--- src/rtl/vector_alu_pipe_if.sv ---
// Operand/result bus for vector_alu_pipe.
// The master side issues operand sets and consumes results; the slave side is
// the ALU pipeline.
interface vector_alu_pipe_if #(
   parameter int N = 18,
   parameter int V = 3
);
   logic                  in_valid;
   logic                  in_ready;
   logic [V-1:0][N-1:0]   A;
   logic [V-1:0][N-1:0]   B;
   logic [2:0]            C;
   logic                  out_valid;
   logic                  out_ready;
   logic [V-1:0][N-1:0]   R;
   logic [V-1:0][3:0]     LF;
   logic [3:0]            F;

   modport master (
      output in_valid, A, B, C, out_ready,
      input  in_ready, out_valid, R, LF, F
   );

   modport slave (
      input  in_valid, A, B, C, out_ready,
      output in_ready, out_valid, R, LF, F
   );
endinterface

--- src/rtl/vector_alu_pipe.sv ---
// vector_alu_pipe: V-lane, N-bit vector ALU with a two-stage valid/ready
// pipeline (operand register -> result register).
// Opcodes: ADD SUB AND OR MUL CONV(dot product into lane 0) XOR MOV.
// Optional feature macro VECTOR_ALU_SAT_EN: signed-overflowing ADD/SUB lanes
// clamp to the signed max/min instead of wrapping.

// Single lane datapath: everything except CONV, plus the full product that
// the top level sums for the dot product.
module vector_alu_lane #(
   parameter int N = 18
) (
   input  logic [2:0]     op_i,
   input  logic [N-1:0]   a_i,
   input  logic [N-1:0]   b_i,
   output logic [N-1:0]   r_o,
   output logic           c_o,
   output logic           v_o,
   output logic [2*N-1:0] prod_o
);
   localparam logic [2:0] OP_ADD = 3'b000;
   localparam logic [2:0] OP_SUB = 3'b001;
   localparam logic [2:0] OP_AND = 3'b010;
   localparam logic [2:0] OP_OR  = 3'b011;
   localparam logic [2:0] OP_MUL = 3'b100;
   localparam logic [2:0] OP_XOR = 3'b110;
   localparam logic [2:0] OP_MOV = 3'b111;

`ifdef VECTOR_ALU_SAT_EN
   localparam bit SAT_EN = 1'b1;
`else
   localparam bit SAT_EN = 1'b0;
`endif

   logic [N:0]   sum_w;
   logic [N-1:0] diff_w;
   logic         add_ovf;
   logic         sub_ovf;
   logic [N-1:0] sat_val;

   assign sum_w   = {1'b0, a_i} + {1'b0, b_i};
   assign diff_w  = a_i - b_i;
   assign prod_o  = {{N{1'b0}}, a_i} * {{N{1'b0}}, b_i};
   // Signed overflow: like-signed operands (ADD) or unlike-signed (SUB)
   // producing a result whose sign differs from A.
   assign add_ovf = (a_i[N-1] == b_i[N-1]) && (sum_w[N-1] != a_i[N-1]);
   assign sub_ovf = (a_i[N-1] != b_i[N-1]) && (diff_w[N-1] != a_i[N-1]);
   // On overflow the true result always has A's sign, so A picks the rail.
   assign sat_val = a_i[N-1] ? {1'b1, {(N-1){1'b0}}} : {1'b0, {(N-1){1'b1}}};

   // Per-opcode result, carry and overflow for this lane.
   always_comb begin
      r_o = '0;
      c_o = 1'b0;
      v_o = 1'b0;
      case (op_i)
         OP_ADD: begin
            r_o = sum_w[N-1:0];
            c_o = sum_w[N];
            v_o = add_ovf;
            if (SAT_EN && add_ovf) r_o = sat_val;
         end
         OP_SUB: begin
            r_o = diff_w;
            c_o = (a_i >= b_i);
            v_o = sub_ovf;
            if (SAT_EN && sub_ovf) r_o = sat_val;
         end
         OP_AND: r_o = a_i & b_i;
         OP_OR:  r_o = a_i | b_i;
         OP_MUL: begin
            r_o = prod_o[N-1:0];
            c_o = |prod_o[2*N-1:N];
         end
         OP_XOR: r_o = a_i ^ b_i;
         OP_MOV: r_o = b_i;
         default: ;  // CONV is assembled at the vector level
      endcase
   end
endmodule

module vector_alu_pipe #(
   parameter int N = 18,
   parameter int V = 3
) (
   input logic               clk,
   input logic               reset,
   vector_alu_pipe_if.slave  bus
);
   localparam logic [2:0] OP_CONV = 3'b101;
   // Dot-product accumulator wide enough for V full products.
   localparam int SW = 2*N + $clog2(V) + 1;

   // Stage 1: operand register
   logic                 s1_valid_q, s1_valid_d;
   logic [V-1:0][N-1:0]  a_q, a_d;
   logic [V-1:0][N-1:0]  b_q, b_d;
   logic [2:0]           op_q, op_d;

   // Stage 2: result register
   logic                 out_valid_q, out_valid_d;
   logic [V-1:0][N-1:0]  r_q, r_d;
   logic [V-1:0][3:0]    lf_q, lf_d;
   logic [3:0]           f_q, f_d;

   logic                 advance;
   logic                 in_ready;
   logic                 accept;

   logic [V-1:0][N-1:0]   lane_r;
   logic [V-1:0]          lane_c;
   logic [V-1:0]          lane_v;
   logic [V-1:0][2*N-1:0] lane_prod;
   logic [SW-1:0]         conv_sum;

   logic [V-1:0][N-1:0]  res_r;
   logic [V-1:0][3:0]    res_lf;
   logic [3:0]           res_f;

   // Result stage frees up when empty or being drained; operand stage can
   // take a new set when empty or when it is moving forward this cycle.
   assign advance  = !out_valid_q || bus.out_ready;
   assign in_ready = !reset && (!s1_valid_q || advance);
   assign accept   = bus.in_valid && in_ready;

   for (genvar gi = 0; gi < V; gi++) begin : g_lane
      vector_alu_lane #(.N(N)) u_lane (
         .op_i   (op_q),
         .a_i    (a_q[gi]),
         .b_i    (b_q[gi]),
         .r_o    (lane_r[gi]),
         .c_o    (lane_c[gi]),
         .v_o    (lane_v[gi]),
         .prod_o (lane_prod[gi])
      );
   end

   // Dot product: sum of all full-width lane products.
   always_comb begin
      conv_sum = '0;
      for (int i = 0; i < V; i++)
         conv_sum = conv_sum + {{(SW-2*N){1'b0}}, lane_prod[i]};
   end

   // Assemble the result vector and lane/aggregate flags {N,Z,C,V}.
   always_comb begin
      res_r  = '0;
      res_lf = '0;
      for (int i = 0; i < V; i++) begin
         if (op_q == OP_CONV) begin
            if (i == 0) begin
               res_r[i]     = conv_sum[N-1:0];
               res_lf[i][1] = |conv_sum[SW-1:N];
            end
         end else begin
            res_r[i]     = lane_r[i];
            res_lf[i][1] = lane_c[i];
            res_lf[i][0] = lane_v[i];
         end
         res_lf[i][3] = res_r[i][N-1];
         res_lf[i][2] = (res_r[i] == '0);
      end
      res_f = {res_lf[V-1][3], (res_r == '0), res_lf[V-1][1], res_lf[V-1][0]};
   end

   // Next-state for both pipeline stages.
   always_comb begin
      s1_valid_d  = s1_valid_q;
      a_d         = a_q;
      b_d         = b_q;
      op_d        = op_q;
      out_valid_d = out_valid_q;
      r_d         = r_q;
      lf_d        = lf_q;
      f_d         = f_q;
      if (accept) begin
         s1_valid_d = 1'b1;
         a_d        = bus.A;
         b_d        = bus.B;
         op_d       = bus.C;
      end else if (advance) begin
         s1_valid_d = 1'b0;
      end
      if (advance) begin
         out_valid_d = s1_valid_q;
         if (s1_valid_q) begin
            r_d  = res_r;
            lf_d = res_lf;
            f_d  = res_f;
         end
      end
   end

   // Pipeline registers; reset drops anything in flight.
   always_ff @(posedge clk) begin
      if (reset) begin
         s1_valid_q  <= 1'b0;
         a_q         <= '0;
         b_q         <= '0;
         op_q        <= '0;
         out_valid_q <= 1'b0;
         r_q         <= '0;
         lf_q        <= '0;
         f_q         <= '0;
      end else begin
         s1_valid_q  <= s1_valid_d;
         a_q         <= a_d;
         b_q         <= b_d;
         op_q        <= op_d;
         out_valid_q <= out_valid_d;
         r_q         <= r_d;
         lf_q        <= lf_d;
         f_q         <= f_d;
      end
   end

   assign bus.in_ready  = in_ready;
   assign bus.out_valid = out_valid_q;
   assign bus.R         = r_q;
   assign bus.LF        = lf_q;
   assign bus.F         = f_q;
endmodule

--- src/flat_wrapper.sv ---
// flat-port wrapper written by rule: the top's interface ports become plain ports
module vector_alu_pipe_flat 
#(
   parameter int N = 18,
   parameter int V = 3
)
  (clk, reset, bus_in_valid, bus_A, bus_B, bus_C, bus_out_ready, bus_in_ready, bus_out_valid, bus_R, bus_LF, bus_F);
  vector_alu_pipe_if #(.N(N), .V(V)) bus_i ();
  input logic clk;
  input logic reset;
  input wire logic [$bits(bus_i.in_valid)-1:0] bus_in_valid;
  input wire logic [$bits(bus_i.A)-1:0] bus_A;
  input wire logic [$bits(bus_i.B)-1:0] bus_B;
  input wire logic [$bits(bus_i.C)-1:0] bus_C;
  input wire logic [$bits(bus_i.out_ready)-1:0] bus_out_ready;
  output wire logic [$bits(bus_i.in_ready)-1:0] bus_in_ready;
  output wire logic [$bits(bus_i.out_valid)-1:0] bus_out_valid;
  output wire logic [$bits(bus_i.R)-1:0] bus_R;
  output wire logic [$bits(bus_i.LF)-1:0] bus_LF;
  output wire logic [$bits(bus_i.F)-1:0] bus_F;
  assign bus_i.in_valid = bus_in_valid;
  assign bus_i.A = bus_A;
  assign bus_i.B = bus_B;
  assign bus_i.C = bus_C;
  assign bus_i.out_ready = bus_out_ready;
  assign bus_in_ready = bus_i.in_ready;
  assign bus_out_valid = bus_i.out_valid;
  assign bus_R = bus_i.R;
  assign bus_LF = bus_i.LF;
  assign bus_F = bus_i.F;
  vector_alu_pipe #(.N(N), .V(V)) u_core (.clk(clk), .reset(reset), .bus(bus_i));
endmodule
--- config.mk ---
export PLATFORM = sky130hd
export DESIGN_NAME = vector_alu_pipe_flat
export DESIGN_NICKNAME = d
export VERILOG_FILES = /design/src/rtl/vector_alu_pipe_if.sv /design/src/rtl/vector_alu_pipe.sv /design/src/flat_wrapper.sv
export SDC_FILE = /design/constraint.sdc
export NUM_CORES = 2
export LEC_CHECK = 0
export ABC_AREA = 1
export CAP_MARGIN = 10
export CORE_ASPECT_RATIO = 1.75
export CORE_MARGIN = 3
export CORE_UTILIZATION = 50
export DETAILED_ROUTE_END_ITERATION = 10
export DONT_BUFFER_PORTS = 1
export PLACE_DENSITY = 0.72
export SETUP_SLACK_MARGIN = 0.2
export SLEW_MARGIN = 20
export SYNTH_ARGS = -nofsm -noshare
export SYNTH_HDL_FRONTEND = slang
export SYNTH_HIERARCHICAL = 1
export SYNTH_SLANG_ARGS = --single-unit
--- constraint.sdc ---
create_clock -name clk -period 7.9 [get_ports clk]
set_input_delay 0 -clock clk [delete_from_list [all_inputs] [get_ports clk]]
set_output_delay 0 -clock clk [all_outputs]
set_load 0.02 [all_outputs]
==> metrics.yaml <==
worstMarginPinSlew_ns: 1.09
drtIter0Drc: 4450
pwr-share-comb_pct: 83.0
fp-row-count: 158
arrival_ns: 8.17
pwr-share-clk_pct: 7.8
ys_types: 64
crit_fanout: 7
p_int_mw: 5.42
drc: 0
numClockSinks: 177
yosys_warnings: 6
fin_crit_ns: 7.70
cts_buffers: 17
worst-path-buf-inv: 13
track_usage_pct: 39.1
grt_max_degree: 92
slowest_delay_ns: 0.60
drv_cap: 0
ys_seq_area_share_pct: 6.57
switchingPower_mw: 6.90
insertion_delay_ns: 0.58
die_y_microns: 440
boundaryPins: 187
pre_cts_ws_ns: -0.632
critical_path_required_ns: 8.37
synth.avg_cell_area_sq_um: 6.75
power_mw: 12.3
clockBufferDepth: 2
swShare_pct: 56.0
clk_pin_slew_worst_paths_ns: 0.10
antenna_found_initial: 9
drtAntennaViolNets: 0
seqPwrFrac_pct: 9.2
first_global_vias: 56919
cts-hold-fix-buffers: 149
nets: 9879
die-area_sq_mm: 0.112
synth_seq_cells: 177
htree_levels: 4
grt_pass1_wl_microns: 327000
fin_skew_ns: 0.0394
slew_headroom_pct: 27.3
failed_checks: "negative hold slack"
viasPerCell: 5.52
status: "complete, but fails checks"
timing.fmax_mhz: 130
ys.flop_type: "dfxtp_1"
drive_gt1_share_pct: 14.8
power_leakage_nw: 36.4
ir_worst_vdd_v: 0.000265
cts_tree: "done"
initial_core_util_pct: 50.6
hold_slack_ns: -0.487
netlist_area_sq_mm: 0.0539
critPathKind: "reg2reg"
cp_slowest_cell: "fa_1"
cp-start-kind: "flop"
p_per_area_mw_per_mm2: 192
post-dp-hpwl_microns: 178000
routabilityCongestion: 1.08
die_w_microns: 254
final_cell_mix: "nand2_1 (2295), inv_1 (1962), fa_1 (783), buf_4 (507), ha_1 (443)"
finalSetupViolCount: 0
endpoint_kind: "flop"
grt_overflow_total: 0
routed_wl_microns: 219000
period_share_pct: 97.5
netlist_instances: 7989
hold_viol: 2
port_buffers: 0
hold_class: "in2reg"
post_drt_wl_per_cell_microns: 22.3
cpLargestDelayFamily: "adder cells"
clock-root-buffer: "clkbuf_16"
drtPass1Iterations: 6
ys_async_sr_fraction_pct: 0
mostFrequentLayoutCell: "nand2_1"
rsz0062_at_grt: "yes"
synth.net_count: 9442
synth_edf_count: 0
yosys-top-cells-area: "fa_1 (30%), nand2_1 (17%), inv_1 (14%)"
syn2layout_area_growth_pct: 18.7
core_sq_mm: 0.107
num_vias: 54154
yosys.area.top_type_share_pct: 30.1
worst_slack_ns: 0.195
fillers: 9757
drv_slew: 0
synth_area_leader_cell: "fa_1"
cells by family after synthesis:
group / count (synthesis) / synth area share [%]
adder cells (fa/ha/maj): 1338 / 42.3
AND/OR/NAND/NOR: 3224 / 24.5
AO/OA/AOI/OAI: 826 / 8.85
buffers and inverters: 2356 / 16.6
flip-flops: 177 / 6.57
XOR/XNOR: 63 / 1.02
multiplexers: 5 / 0.0928
path summary, 6_finish.rpt:
| check | slack (ns) | depth (start not counted) | from | to |
|---|---|---|---|---|
| worst min register to register | 0.55 | 2 | u_core/b_q[6]$_SDFFE_PP0P_ | u_core/b_q[6]$_SDFFE_PP0P_ |
| worst max-delay path | 0.20 | 42 | u_core/b_q[33]$_SDFFE_PP0P_ | u_core/bus.LF[1]$_SDFFE_PP0P_ |
| worst max register to register | 0.20 | 42 | u_core/b_q[33]$_SDFFE_PP0P_ | u_core/bus.LF[1]$_SDFFE_PP0P_ |
| worst min-delay path | -0.49 | 1 | reset | u_core/bus.LF[1]$_SDFFE_PP0P_ |
final cells by class:
cell class | instances | area (sq um) | area share (%)
tap | 1360 | 1700 | 2.66
clock inverter | 15 | 178 | 0.278
antenna | 6 | 15.0 | 0.0235
timing repair buffer | 750 | 6890 | 10.8
multi-input combinational | 5456 | 43500 | 67.9
sequential | 177 | 3710 | 5.80
clock buffer | 17 | 425 | 0.665
inverter | 2024 | 7600 | 11.9
synthesized netlist by cell type, drive strengths merged, types with 8 or more instances:
| master | count |
|---|---|
| nand2 | 2445 |
| inv | 2013 |
| fa | 811 |
| ha | 527 |
| nor2 | 375 |
| o21ai | 324 |
| a21oi | 298 |
| clkbuf | 256 |
| nand3 | 207 |
| dfxtp | 177 |
| buf | 76 |
| nand4 | 62 |
| nor3 | 49 |
| xor2 | 47 |
| nand3b | 44 |
| o22ai | 36 |
| o2111ai | 28 |
| o21bai | 24 |
| or2 | 23 |
| o211ai | 21 |
| a22oi | 18 |
| xnor2 | 16 |
| a221oi | 15 |
| a31oi | 14 |
| a21o | 11 |
| clkinv | 11 |
| nor4 | 9 |
| a211oi | 8 |
worst register-to-register path: cells and delay by family (launching register included):
| family | cells | cell delay [ns] |
|---|---|---|
| fa+ha+maj | 9 | 3.92 |
| simple gates | 19 | 1.81 |
| buf+inv | 13 | 1.43 |
| flops | 1 | 0.43 |
| compound gates | 1 | 0.04 |
routing by layer:
layer	wire (microns)	vias up	share of wire, %	global-route usage [%]
met1	70600	25990	32	38.7
met5	48	-	0.022	0.223
li1	-	24549	-	-
met2	107000	2589	49	67.9
met4	23800	8	11	34.6
met3	17400	1018	7.9	9.25
power groups by stage:
stage / clock (mW) / combinational (mW) / sequential (mW)
floorplan: 0 / 4.75 / 1.06
global placement: 0 / 8.22 / 1.14
detailed placement: 0 / 8.25 / 1.14
CTS: 0.978 / 9.20 / 1.12
global route: 1.01 / 11.0 / 1.13
finish: 0.963 / 10.2 / 1.13
sequential cells by signal, summed over array words and instances (netlist names):
| name | flops |
|---|---|
| u_core/bus.LF | 9 |
| u_core/s1_valid_q | 1 |
| u_core/op_q | 3 |
| u_core/bus.F | 1 |
| u_core/b_q | 54 |
| u_core/bus.out_valid | 1 |
| u_core/bus.R | 54 |
| u_core/a_q | 54 |
through the flow:
stage          instance area (sq um)  std cells  setup TNS, ns  util, %  hold WS, ns
5_1_grt                        64000       9802         -0.175     60.1       -0.513
3_3_place_gp                   59100       9562          -1.33     55.4       0.0751
3_5_place_dp                   59100       9562          -1.33     55.4       0.0755
4_1_cts                        62600       9767              0     58.7       -0.543
6_report                       64000       9805              0     60.1       -0.487
2_1_floorplan                  53900       7989              0        -        0.113
repair_timing:
item | CTS | global route
setup endpoints to repair | 8 | 12
cloned | 0 | 1
gates resized for setup | 288 | 313
endpoints found under the hold margin | 138 | 2
buffers inserted | 24 | 31
pin swaps | 58 | 130
Note: power is estimated with default switching activity, not from simulation.
